**config.mk**
```make
export PLATFORM = sky130hd
export DESIGN_NAME = branch_target_predictor
export DESIGN_NICKNAME = d
export VERILOG_FILES = /design/src/rtl/bp_pkg.sv /design/src/rtl/bp_sat_counter.sv /design/src/rtl/branch_target_predictor.sv
export SDC_FILE = /design/constraint.sdc
export NUM_CORES = 2
export LEC_CHECK = 0
export BUFFER_PORTS_ARGS = -buffer_cell sky130_fd_sc_hd__buf_2
export CAP_MARGIN = 20
export CORE_MARGIN = 4
export CORE_UTILIZATION = 65
export CTS_CLUSTER_DIAMETER = 80
export CTS_CLUSTER_SIZE = 8
export DETAILED_ROUTE_END_ITERATION = 16
export PLACE_DENSITY = 0.91
export SLEW_MARGIN = 5
export SYNTH_ARGS = -nofsm -noshare
export SYNTH_HDL_FRONTEND = slang
export SYNTH_SLANG_ARGS = --single-unit
```
**constraint.sdc**
```tcl
create_clock -name CLK -period 9.9 [get_ports CLK]
set_input_delay 0.495 -clock CLK [delete_from_list [all_inputs] [get_ports CLK]]
set_output_delay 0.495 -clock CLK [all_outputs]
set_load 0.01 [all_outputs]
```
**src/rtl/bp_pkg.sv**
```systemverilog
// Shared types and helpers for the branch target predictor: entry layout,
// saturating-counter step function and the allocation counter value.
package bp_pkg;

    localparam int BP_ENTRIES = 16;
    localparam int BP_ADDR_W  = 32;
    localparam int BP_CTR_W   = 2;
    localparam int BP_IDX_W   = $clog2(BP_ENTRIES);
    localparam int BP_TAG_W   = BP_ADDR_W - BP_IDX_W - 2;

    // Widest counter the step function handles; callers truncate to their width.
    localparam int CTR_MAX_W  = 8;

    // Counter value given to a freshly allocated entry: MSB set, rest clear.
    localparam logic [BP_CTR_W-1:0] CTR_WEAK_TAKEN = BP_CTR_W'(1) << (BP_CTR_W - 1);

    typedef struct packed {
        logic                 valid;
        logic [BP_TAG_W-1:0]  tag;
        logic [BP_ADDR_W-1:0] target;
        logic [BP_CTR_W-1:0]  ctr;
    } bte_t;

    // Saturating step of a w-bit counter held in the low bits of ctr:
    // up on taken (stick at 2^w-1), down on not-taken (stick at 0).
    function automatic logic [CTR_MAX_W-1:0] ctr_next(
        input logic [CTR_MAX_W-1:0] ctr,
        input logic                 taken,
        input int                   w
    );
        logic [CTR_MAX_W-1:0] max_v;
        max_v = (CTR_MAX_W'(1) << w) - CTR_MAX_W'(1);
        if (taken)
            ctr_next = (ctr >= max_v) ? ctr : ctr + CTR_MAX_W'(1);
        else
            ctr_next = (ctr == '0) ? ctr : ctr - CTR_MAX_W'(1);
    endfunction

endpackage

```
**src/rtl/bp_sat_counter.sv**
```systemverilog
// Next-value logic for one entry's CTR_W-bit saturating direction counter.
module bp_sat_counter
    import bp_pkg::*;
#(
    parameter int CTR_W = 2
) (
    input  logic [CTR_W-1:0] ctr_i,
    input  logic             taken_i,
    output logic [CTR_W-1:0] ctr_o
);

    // Widen into the shared step function, then narrow back to this width.
    always_comb begin
        ctr_o = CTR_W'(ctr_next(CTR_MAX_W'(ctr_i), taken_i, CTR_W));
    end

endmodule

```
**src/rtl/branch_target_predictor.sv**
```systemverilog
// Direct-mapped branch target buffer. Fetch reads the flop array
// combinationally; execute writes at most one entry per cycle; flush_all
// drops every valid bit. Lookups never see same-cycle updates.
module branch_target_predictor
    import bp_pkg::*;
#(
    parameter int ENTRIES = 16,
    parameter int ADDR_W  = 32,
    parameter int CTR_W   = 2
) (
    input  logic              CLK,
    input  logic              nRST,
    input  logic [ADDR_W-1:0] fetch_pc,
    output logic              pred_hit,
    output logic              pred_taken,
    output logic [ADDR_W-1:0] pred_next_pc,
    input  logic              upd_valid,
    input  logic [ADDR_W-1:0] upd_pc,
    input  logic              upd_taken,
    input  logic [ADDR_W-1:0] upd_target,
    input  logic              flush_all
);

    localparam int IDX_W = $clog2(ENTRIES);
    localparam int TAG_W = ADDR_W - IDX_W - 2;
    localparam logic [CTR_W-1:0] CTR_WEAK = CTR_W'(1) << (CTR_W - 1);

    typedef struct packed {
        logic              valid;
        logic [TAG_W-1:0]  tag;
        logic [ADDR_W-1:0] target;
        logic [CTR_W-1:0]  ctr;
    } entry_t;

    entry_t           entry_q [ENTRIES];
    entry_t           entry_d [ENTRIES];
    logic [CTR_W-1:0] ctr_nxt [ENTRIES];

    logic [IDX_W-1:0] f_idx;
    logic [TAG_W-1:0] f_tag;
    entry_t           f_ent;

    logic [IDX_W-1:0] u_idx;
    logic [TAG_W-1:0] u_tag;
    logic             u_hit;

    // Byte offset of the update PC carries no information for the BTB.
    logic unused_upd_lsb;
    assign unused_upd_lsb = ^upd_pc[1:0];

    assign f_idx = fetch_pc[IDX_W+1:2];
    assign f_tag = fetch_pc[ADDR_W-1:IDX_W+2];
    assign u_idx = upd_pc[IDX_W+1:2];
    assign u_tag = upd_pc[ADDR_W-1:IDX_W+2];

    // Per-entry counter step, all computed in parallel; the update mux picks one.
    for (genvar g = 0; g < ENTRIES; g++) begin : g_ctr
        bp_sat_counter #(.CTR_W(CTR_W)) u_ctr (
            .ctr_i   (entry_q[g].ctr),
            .taken_i (upd_taken),
            .ctr_o   (ctr_nxt[g])
        );
    end

    // Zero-latency lookup from the registered array (pre-update contents).
    always_comb begin
        f_ent        = entry_q[f_idx];
        pred_hit     = f_ent.valid && (f_ent.tag == f_tag);
        pred_taken   = pred_hit && f_ent.ctr[CTR_W-1];
        pred_next_pc = pred_taken ? f_ent.target : fetch_pc + ADDR_W'(4);
    end

    assign u_hit = entry_q[u_idx].valid && (entry_q[u_idx].tag == u_tag);

    // Next array state: flush beats update; only the indexed entry moves.
    always_comb begin
        for (int i = 0; i < ENTRIES; i++)
            entry_d[i] = entry_q[i];
        if (flush_all) begin
            for (int i = 0; i < ENTRIES; i++)
                entry_d[i].valid = 1'b0;
        end else if (upd_valid) begin
            if (u_hit) begin
                entry_d[u_idx].ctr = ctr_nxt[u_idx];
                if (upd_taken)
                    entry_d[u_idx].target = upd_target;
            end else if (upd_taken) begin
                // Taken miss claims the slot, evicting whatever alias lived there.
                entry_d[u_idx] = '{valid: 1'b1, tag: u_tag, target: upd_target, ctr: CTR_WEAK};
            end
        end
    end

    // Entry array flops; async reset clears every field.
    always_ff @(posedge CLK or negedge nRST) begin
        if (!nRST) begin
            for (int i = 0; i < ENTRIES; i++)
                entry_q[i] <= '0;
        end else begin
            for (int i = 0; i < ENTRIES; i++)
                entry_q[i] <= entry_d[i];
        end
    end

endmodule

```
# Word level (Yosys, flattened, before mapping)
# Index checks and enable logic that the tools add are counted.
[word_totals] ff_bits=976 latchBits=0 ramBits=0 romBits=0 inputBits=101 out_inout_bits=34 word_cells=233 memories=0
[classes] n_addsub=33 n_mul=0 div=0 n_lt_le_gt_ge=19 eq_ne=2 shifts=0 n_mux=87 bitwise=3 n_reduce_logical=25
[ops] cell="two-way mux 976 bit" count=4
[ops] cell="bitwise mux 976 bit" count=3
[ops] cell="demux 61 bit (select 4 bit)" count=3
[ops] cell="binary-select mux 61 bit (select 4 bit)" count=2
[ops] cell="two-way mux 61 bit" count=5
[ops] cell="two-way mux 2 bit" count=51
[ops] cell="equality test 26 bit" count=2
[ops] cell="two-way mux 34 bit" count=1
[ops] cell="adder 2 x 1 -> 2 bit, second input constant" count=16
[ops] cell="adder 32 x 3 -> 32 bit, second input constant" count=1
[ops] cell="greater-or-equal comparator 2 bit, second input constant" count=16
[ops] cell="logical NOT 2 bit" count=16
[ops] cell="two-way mux 32 bit" count=1
[ops] cell="subtractor 2 x 1 -> 2 bit, second input constant" count=16
[ops] cell="two-way mux 1 bit" count=16
[ops] cell="greater-or-equal comparator 5 bit, second input constant" count=2
[ops] cell="inverter 4 -> 5 bit" count=2
[ops] cell="binary-select mux 2 bit (select 4 bit)" count=1
[ops] cell="less-than comparator 5 x 1 -> 1 bit, second input constant" count=1
[ops] cell="logical AND 1 bit" count=4
[ops] cell="nonzero test 2 bit" count=2
[ops] cell="AND reduction 3 bit" count=1
[ops] cell="nonzero test 3 bit" count=1
[ops] cell="AND reduction 2 bit" count=1
[ops] cell="inverter 1 bit" count=1

# Logic depth before layout (Yosys ltp)
[depth] word_depth=12 mapped_depth=16

# Hierarchy
# Synthesis repeated with hierarchy kept, for this count alone.
[hier_totals] hier_cells=4446 area_unflattened_um2=51401.8
[modules_own_cells] module="branch_target_predictor" n_inst=1 cells_each=4398 area_per_inst_um2=50981.4 seq_area_each_um2=24423.4
[modules_own_cells] module="bp_sat_counter" n_inst=16 cells_each=3 area_per_inst_um2=26.3 seq_area_each_um2=0.0

# Worst setup path before layout
# No wires, ideal clock.
[synth_timing] path_type="input to output" startpoint="input port fetch_pc[2]" endpoint="output port pred_next_pc[10]" arrival_time_ns=3.845 required_ns=9.405 setup_slack_ns=5.560 cell_stages=12 n_path_buf=9 path_cell_list="buf_2 > buf_4 > buf_4 > buf_4 > buf_2 > clkbuf_1 > buf_2 > buf_2 > buf_1 > mux4_2 > mux4_2 > mux2_1"
[synth_between] elab_chain_len=8 word_cells_on_any_way=9 classes_between="add/sub: 1; eq/ne: 1; mux: 4; bitwise: 1; reduce/logical: 2"
[synth_rtl] element="start, declared" line_no="branch_target_predictor.sv:13" rtl="input logic [ADDR_W-1:0] fetch_pc,"
[synth_rtl] element="inverter 4 -> 5 bit (not written as such)" line_no="branch_target_predictor.sv:67" rtl="f_ent = entry_q[f_idx];"
[synth_rtl] element="binary-select mux 61 bit (select 4 bit)" line_no="branch_target_predictor.sv:67"
[synth_rtl] element="two-way mux 61 bit (not written as such) (2 in a row)" line_no="branch_target_predictor.sv:67"
[synth_rtl] element="equality test 26 bit" line_no="branch_target_predictor.sv:68" rtl="pred_hit = f_ent.valid && (f_ent.tag == f_tag);"
[synth_rtl] element="logical AND 1 bit" line_no="branch_target_predictor.sv:68"
[synth_rtl] element="logical AND 1 bit" line_no="branch_target_predictor.sv:69" rtl="pred_taken = pred_hit && f_ent.ctr[CTR_W-1];"
[synth_rtl] element="two-way mux 32 bit (*)" line_no="branch_target_predictor.sv:70" rtl="pred_next_pc = pred_taken ? f_ent.target : fetch_pc + ADDR_W'(4);"
[synth_rtl] element="end, declared" line_no="branch_target_predictor.sv:16" rtl="output logic [ADDR_W-1:0] pred_next_pc,"
# Mark *: on every way between the ends. The rest lies on a longest branch, timed or not. The select of a mux whose other input is x is not followed.

# Worst setup path in the final report
[layout_timing] startpoint="input port fetch_pc[4]" endpoint="output port pred_next_pc[15]"
# The elaborated chain is that of the path after synthesis.

==> run metrics <==
sequential share of the synthesized area=47.8%; Residual DRC=0; final-report hold violation count=0; Hold Path Sink=entry_q[686]; DRT antenna net count=0; Hold Crit Depth=2; crit end category=primary output; area delta synth->final=10.1%; clock tree sinks=976; Setup WS pre-CTS=3.76 ns; Final setup viols=0; Synth Register Bits=976; WS Path Type=input port to primary output; vias=33,500; 1st-pass router iterations=7; Max Freq=0.158 GHz; largest net degree at the start of global routing=187; Total Nets Final=3,551; Worst path slowest cell=buf_4; Pleak=25.4 nW; I/O Buffers=132; cts hold-fix bufs=1; vias in the first global route=36,100; Fill cells=4,294; final period utilization=64.0%; Crit Path Max Fanout=73; flop-to-flop setup slack=4.98 ns; CTS tree=done; layout cell share with drive strength beyond 1=48.3%; RR Endpoint=entry_q[716]; ys async rst share=100%; initial core utilization=65.7%; syn_nets=3,533; Vias/cell=7.41; cells on worst reg2reg path=10; CP arrival=5.84 ns; Least-Margin Pin Slew=1.22 ns; setup ws final=3.56 ns; CTS max path bufs=3; Post-synth EDFFs=0; Final Max Tran Viols=0; most common cell in the synthesized netlist=dfrtp_1; list of most frequent post-synthesis cells=dfrtp_1 (976), mux2_2 (742), mux4_2 (341); Num CTS Buffers=140; placed cells=4,337; total gr overflow=0; max reg flops=976; total wire length=152,000 um; Worst R2R Start=entry_q[837]; PwrDens=195 nW/um^2; Mapped Cells=3,431; Setup TNS Final=0 ns; biggest regs=entry_q x976; RSZ-0062 raised after global routing=no; fin crit period=6.34 ns; Layout Cells excl Fill=4,517; first-pass GRT wire length=231,000 um; Worst Skew=0.0392 ns; leading post-synthesis cells by cell area=dfrtp_1 (48%), mux2_2 (16%), mux4_2 (15%), mux2_4 (5.6%), mux2i_1 (2.6%); post-CTS setup buffers=0; Yosys top cell area share=47.8%; worst rel slew slack=18.4%; count of maximum capacitance violations=0; Crit path largest cell delay=0.97 ns; WP data required=9.41 ns; initial DRC count=4,427; GRT Resource Usage Total=37.3%; Row Count=102; Die Area=83,100 um^2; I/O pin count=135; synth unique cells=64; Synth Warn #=0; Placer Congestion=0.916; status=finished, final reports clean; H-tree Lvls=4; syn_area_per_cell=14.9 um^2; initial antenna violation count=26; Reg clk slew, reported paths=0.05 ns; Core Region=77,700 um^2; worst hold start=upd_target[13]; post-CTS sizing=0; CP Cell Sequence=buf_6 > buf_4 > mux4_2 > xnor2_1 > nand3_1 > o221ai_1 > o21ai_0 > nor4b_1 > and4_2 > buf_16 > mux2_2 > buf_2; Worst setup SP type=input port; Avg WL per Cell=33.7 um; Hold Path Class=input port to register; Top reg by flops=entry_q; worst-skew pair later-pin latency=0.76 ns; die span in x=288 um; DP HPWL=82,200 um; Yosys top cell by area=dfrtp_1; cell area after synthesis=51,100 um^2; Die Span Y=288 um; Synth Flop Type=dfrtp_1; VDD IR-drop max=0.164 mV; root buf cell=clkbuf_16
## metal layers
layer  GRT usage [%]  part of all wire (%)
met5               0                  0.11
met2            56.2                    46
met1            46.9                    35
met3            13.5                    13
met4            22.1                   6.8
## area by class of cell
class	count	area [um^2]	share of cell area, %
multi-input cells	2105	25100	44.6
flip-flops and latches	976	24400	43.4
clock buffers	142	3520	6.26
repair buffers	202	1410	2.51
well taps	1040	1300	2.31
clock inverters	16	359	0.639
inverters	24	91.3	0.162
diodes	12	30.0	0.0534
## layout by cell type (no fill, tap or decap), types with 6 or more instances in the layout
cell type / netlist / layout
dfrtp_1: 976 / 976
mux2_2: 742 / 742
mux4_2: 341 / 341
mux2_4: 190 / 190
clkbuf_16: 0 / 140
mux2i_1: 134 / 134
buf_2: 78 / 125
nor2_1: 84 / 68
nand2_1: 63 / 62
xnor2_1: 60 / 60
buf_4: 12 / 58
nand3_1: 57 / 57
xor2_1: 55 / 55
mux2_1: 48 / 48
a21oi_1: 37 / 37
o22ai_1: 29 / 29
maj3_1: 26 / 26
inv_1: 22 / 21
nor3_1: 19 / 19
a21o_1: 19 / 19
nor2b_1: 19 / 18
o21ai_0: 18 / 18
nor2_4: 0 / 15
and2_2: 0 / 15
nand4_1: 13 / 13
a221oi_1: 13 / 13
a22oi_1: 13 / 13
diode_2: 0 / 12
a211oi_1: 12 / 12
a22o_1: 11 / 11
a2bb2oi_1: 9 / 9
nand2b_1: 8 / 8
nor4_1: 7 / 7
a31oi_1: 7 / 7
clkinv_16: 0 / 7
and3_1: 6 / 6
buf_12: 0 / 6
## worst max-delay path by stage
stage | start | endpoint
floorplan | fetch_pc[2] | pred_next_pc[10]
finish | fetch_pc[4] | pred_next_pc[15]
global route | fetch_pc[2] | pred_next_pc[31]
detailed placement | fetch_pc[4] | pred_next_pc[15]
global placement | fetch_pc[4] | pred_next_pc[15]
CTS | fetch_pc[4] | pred_next_pc[15]
## critical path, delay by kind of cell
kind	cells	cell delay, ns
simple gates	3	1.29
buf+inv	4	2.04
compound gates	2	0.70
mux	2	0.89
xor+xnor	1	0.35
## through the flow
stage / hold slack [ns] / cell area (um^2) / power [mW] / utilization (%)
floorplan: 0.199 / 51100 / 5.99 / -
global placement: 0.473 / 52100 / 6.39 / 67.0
detailed placement: 0.489 / 52100 / 6.50 / 67.1
CTS: 0.147 / 56000 / 10.9 / 72.1
global route: 0.195 / 56200 / 11.3 / 72.3
finish: 0.187 / 56200 / 11.0 / 72.4
## cell families after synthesis
kind of cell	share of synthesized area [%]
AOI/OAI and AO/OA	2.71
xor gates and xnor gates	1.97
adders and majority gates	0.534
buffers and inverters	3.34
DFF	47.8
muxes	40.7
and+or+nand+nor	2.96
## power breakdown
part	switching (mW)	leakage [nW]	internal, mW
sequential	0.368	13.0	4.51
combinational	0.764	10.5	0.941
clock	1.85	1.88	2.55
Power figures use the tool's default switching activity.
